`src/rtl/regfile_pkg.sv`:
```
// Shared types and sizes for the register file and its writeback path.
package regfile_pkg;

  localparam int XLEN = 32;
  localparam int NREG = 32;
  localparam int AW   = $clog2(NREG);

  typedef logic [AW-1:0]   reg_addr_t;
  typedef logic [XLEN-1:0] xlen_t;

  typedef struct packed {
    logic      we;
    reg_addr_t a3;
    xlen_t     wd3;
  } wb_req_t;

endpackage

```
`src/rtl/rr_arbiter.sv`:
```
// Combinational round-robin arbiter: searches from ptr+1 upward (mod N), first requester wins.
module rr_arbiter #(
  parameter int N = 2
) (
  input  logic [N-1:0]               req,
  input  logic [$clog2(N)-1:0]       ptr,
  output logic [N-1:0]               gnt,
  output logic [$clog2(N)-1:0]       gnt_idx
);

  localparam int IW = $clog2(N);

  int   idx;
  logic found;

  always_comb begin
    gnt     = '0;
    gnt_idx = '0;
    found   = 1'b0;
    idx     = 0;
    for (int k = 1; k <= N; k++) begin
      idx = int'(ptr) + k;
      if (idx >= N) idx = idx - N;
      if (!found && req[IW'(idx)]) begin
        found             = 1'b1;
        gnt[IW'(idx)]     = 1'b1;
        gnt_idx           = IW'(idx);
      end
    end
  end

endmodule

```
`src/rtl/regfile_wb_arbiter.sv`:
```
// Round-robin sharing of the regfile write port plus a busy scoreboard for RAW stalls.
// Optional arbitration-loss counter is built only when WB_PERF_EN is defined.
module regfile_wb_arbiter
  import regfile_pkg::*;
#(
  parameter int N_REQ = 2
) (
  input  logic                        clk,
  input  logic                        rst_n,
  input  logic [N_REQ-1:0]            req_valid,
  input  logic [N_REQ-1:0][AW-1:0]    req_rd,
  input  logic [N_REQ-1:0][XLEN-1:0]  req_data,
  output logic [N_REQ-1:0]            req_ready,
  input  logic                        alloc_en,
  input  logic [AW-1:0]               alloc_rd,
  output logic [NREG-1:0]             busy,
  output logic                        wb_we,
  output logic [AW-1:0]               wb_a3,
  output logic [XLEN-1:0]             wb_wd3,
  output logic [31:0]                 stall_cnt
);

  localparam int IW = $clog2(N_REQ);

  logic [IW-1:0]    rr_ptr_reg;
  logic [IW-1:0]    gnt_idx;
  logic             any_gnt;
  wb_req_t          wb_reg;
  logic [NREG-1:1]  busy_reg;

  rr_arbiter #(.N(N_REQ)) u_arb (
    .req     (req_valid),
    .ptr     (rr_ptr_reg),
    .gnt     (req_ready),
    .gnt_idx (gnt_idx)
  );

  assign any_gnt = |req_ready;

  // Writes to x0 still consume a grant but are presented with we low.
  always_ff @(posedge clk) begin
    if (!rst_n) begin
      rr_ptr_reg <= IW'(N_REQ - 1);
      wb_reg     <= '0;
    end else if (any_gnt) begin
      rr_ptr_reg <= gnt_idx;
      wb_reg.we  <= (req_rd[gnt_idx] != '0);
      wb_reg.a3  <= req_rd[gnt_idx];
      wb_reg.wd3 <= req_data[gnt_idx];
    end else begin
      wb_reg.we  <= 1'b0;
    end
  end

  assign wb_we  = wb_reg.we;
  assign wb_a3  = wb_reg.a3;
  assign wb_wd3 = wb_reg.wd3;

  // Set has priority over clear: a same-edge allocation is a newer pending write.
  genvar gi;
  generate
    for (gi = 1; gi < NREG; gi++) begin : g_busy
      always_ff @(posedge clk) begin
        if (!rst_n) begin
          busy_reg[gi] <= 1'b0;
        end else if (alloc_en && (alloc_rd == AW'(gi))) begin
          busy_reg[gi] <= 1'b1;
        end else if (wb_reg.we && (wb_reg.a3 == AW'(gi))) begin
          busy_reg[gi] <= 1'b0;
        end
      end
    end
  endgenerate

  assign busy = {busy_reg, 1'b0};

`ifdef WB_PERF_EN
  logic [31:0] stall_cnt_reg;

  always_ff @(posedge clk) begin
    if (!rst_n) begin
      stall_cnt_reg <= '0;
    end else if (|(req_valid & ~req_ready) && (stall_cnt_reg != 32'hFFFF_FFFF)) begin
      stall_cnt_reg <= stall_cnt_reg + 32'd1;
    end
  end

  assign stall_cnt = stall_cnt_reg;
`else
  assign stall_cnt = 32'h0;
`endif

endmodule

```
`config.mk`:
```
export PLATFORM = sky130hd
export DESIGN_NAME = regfile_wb_arbiter
export DESIGN_NICKNAME = d
export VERILOG_FILES = /design/src/rtl/regfile_pkg.sv /design/src/rtl/rr_arbiter.sv /design/src/rtl/regfile_wb_arbiter.sv
export SDC_FILE = /design/constraint.sdc
export NUM_CORES = 1
export LEC_CHECK = 0
export ABC_AREA = 1
export BUFFER_PORTS_ARGS = -buffer_cell sky130_fd_sc_hd__buf_2
export CAP_MARGIN = 0
export CORE_MARGIN = 5
export CORE_UTILIZATION = 43
export DETAILED_ROUTE_END_ITERATION = 12
export MAX_ROUTING_LAYER = met4
export PLACE_DENSITY = 0.81
export SYNTH_ARGS = -nofsm -noshare
export SYNTH_HDL_FRONTEND = slang
export SYNTH_SLANG_ARGS = --single-unit
export TNS_END_PERCENT = 30
```
`constraint.sdc`:
```
create_clock -name clk -period 1.3 [get_ports clk]
set_input_delay 0.065 -clock clk [delete_from_list [all_inputs] [get_ports clk]]
set_output_delay 0.065 -clock clk [all_outputs]
set_load 0.02 [all_outputs]
```
==> results.py <==
metrics = {
    "power_and_ir_drop": {
        "seq_power_share_pct": 45.9,
        "ir_drop_uv": 905,
        "power_mw": 5.08,
        "p_switching_mw": 1.52,
        "comb_power_share_pct": 18.4,
        "p_leak_nw": 1.90,
        "pwr-share-clk_pct": 35.7,
        "swShare_pct": 29.9,
        "p_per_area_nw_per_um2": 1220,
        "intPower_mw": 3.56,
    },
    "sta": {
        "hold_ws_ns": 0.00978,
        "slew_viol_final": 0,
        "clock_skew_ns": 0.00774,
        "fin_tns_setup_ns": 0,
        "rsz0062_at_grt": "false",
        "fin_crit_sh_pct": 92.4,
        "setup_ws_ns": 0.0988,
        "setup_viol": 0,
        "min_period_ns": 1.20,
        "max_freq_ghz": 0.832,
        "hold_violations": 0,
    },
    "finish": {
        "mostFrequentLayoutCell": "buf_2",
        "fillers": 651,
        "nNetsFinal": 644,
        "area.sequential_sq_um": 1400,
        "fin_util_pct": 58.2,
        "diodes": 0,
        "area_growth_pct": 33.6,
        "final_cell_mix": "buf_2 (114), nor2_1 (84), nand2_1 (78)",
        "drive_gt1_share_pct": 31.2,
        "largest_reg_flops": 32,
        "multi_input_area_sq_um": 1410,
    },
    "die": {
        "die_area_sq_um": 9070,
        "die_w_microns": 95.2,
        "start_util_pct": 43.5,
        "die_y_microns": 95.2,
        "num_rows": 31,
        "core_sq_um": 7180,
        "ios": 188,
    },
    "clocking": {
        "cts.sinks": 70,
        "cts_tree": "yes",
        "cts_buffers": 9,
        "htreeDepth": 3,
        "clk_pin_slew_ns": 0.08,
        "clock-root-buffer": "clkbuf_8",
        "clock_latency_ns": 0.34,
        "cts_buffer_depth": 2,
    },
    "yosys": {
        "ys_seq_area_share_pct": 44.9,
        "netlist.area_leader.share_pct": 44.9,
        "synth.area.top_cells": "dfxtp_1 (45%), nor2_1 (10%), buf_4 (9.4%)",
        "synth.distinct_cells": 20,
        "yosys_register_bits": 70,
        "syn_area_per_cell_sq_um": 7.51,
        "ys.warnings.count": 0,
        "syn_inst": 416,
        "synthesis.area_sq_um": 3120,
        "synth_top_area_cell": "dfxtp_1",
    },
    "grt": {
        "grt_overflow_total": 0,
        "grt.total_usage_pct": 20.8,
        "grt_pass1_wl_microns": 14100,
        "antenna_found_initial": 0,
        "grt_max_degree": 34,
        "grt_pass1_vias": 2943,
    },
    "routing": {
        "dr_total_vias": 3118,
        "wl_per_cell_microns": 13.7,
        "antenna_left": 0,
        "firstDrtPassIters": 5,
        "totalWireLength_microns": 9100,
        "via_per_inst": 4.70,
        "initialDrtViolationCount": 160,
        "drc": 0,
    },
    "placement": {
        "gp_congestion": 0.868,
        "io_buffers": 115,
        "pre_cts_slack_ns": 0.192,
        "hpwl_microns": 6140,
    },
    "min_path": {
        "hold_depth": 3,
        "hold_start": "req_rd[4]",
        "min_path_type": "in -> reg",
        "min_to": "wb_a3[4]",
    },
    "worst_setup_path": {
        "cp-start-kind": "register",
        "r2r_start": "wb_a3[1]",
        "critical_path_class": "reg -> out",
        "setup.worst_path.end_class": "output pin",
        "r2r_slack_ns": 0.17,
        "cp.required_ns": 1.24,
        "worstPathArrival_ns": 1.14,
        "r2r_cells": 5,
        "r2r-end": "busy[14]",
        "crit_fanout": 8,
    },
    "job": {
        "drv_cap": 0,
    },
    "outcome": {
        "status": "complete, no violations",
    },
}
-- layout make-up --
class | count | area share, %
inverter | 17 | 1.65
tap | 99 | 2.97
clock buffer | 11 | 3.63
sequential | 70 | 33.6
multi-input combinational | 309 | 33.7
timing repair buffer | 153 | 23.1
clock inverter | 5 | 1.38
-- routing by layer --
| layer | up-vias | GRT usage (%) | wire length (microns) |
|---|---|---|---|
| li1 | 1550 | - | - |
| met1 | 1384 | 24.2 | 3630 |
| met2 | 175 | 33.8 | 4280 |
| met3 | 9 | 5.21 | 1050 |
| met4 | 0 | 9.13 | 131 |
| met5 | - | - | 0 |
-- critical path, stage by stage (launching register included) --
cell	delay (ns)
dfxtp_1	0.33
nand2_2	0.11
clkinv_4	0.06
buf_4	0.15
buf_4	0.16
-- cells in the mapped netlist --
cell       n
a21oi_1   17
clkbuf_2   1
buf_4     39
nand3_1   30
nor2_1    84
a21oi_2   18
nor2_2     3
nor3_1     1
inv_2      9
conb_1     1
buf_6      3
inv_1      8
nand2_1   78
clkbuf_1   5
dfxtp_1   70
nor2_4     5
o21ai_0   36
o21ai_1    1
nand2_2    2
buf_2      5
-- repair_timing --
action / in CTS / in global routing
hold buffers: 30 / 0
endpoints found under the hold margin: 30 / 0
gates resized for setup: 2 / 1
setup endpoints to repair: 1 / 1
buffers inserted: 0 / 1
-- logic make-up after synthesis --
family / Yosys count / share of synthesized area (%)
AO/OA/AOI/OAI: 72 / 13.7
flip-flops: 70 / 44.9
buffers and inverters: 70 / 14.1
other: 1 / 0.120
AND/OR/NAND/NOR: 203 / 27.2
-- metrics by stage --
step | cells | instance area (sq um)
final | 664 | 4170
after global routing | 664 | 4170
after CTS | 663 | 4160
after detailed placement | 617 | 3650
after global placement | 617 | 3650
after floorplan | 449 | 3250
-- power groups by stage --
stage | registers [mW] | clock network, mW | logic (mW)
CTS | 2.33 | 1.84 | 0.908
floorplan | 2.51 | 0 | 0.501
finish | 2.33 | 1.82 | 0.934
detailed placement | 2.38 | 0 | 0.835
global placement | 2.37 | 0 | 0.823
global route | 2.35 | 1.95 | 1.02
-- how the worst max path moves through the flow --
stage / startpoint / end / slack, ns / depth (start not counted)
after CTS: rr_ptr_reg / req_ready[0] / 0.01 / 4
after global routing: rr_ptr_reg / req_ready[0] / 0.05 / 4
after global placement: wb_a3[1] / busy[22] / 0.23 / 5
after detailed placement: wb_a3[1] / busy[10] / 0.19 / 5
final: rr_ptr_reg / req_ready[0] / 0.1 / 4
after floorplan: wb_we / busy[10] / 0.15 / 6
(Power assumes the default switching activity.)
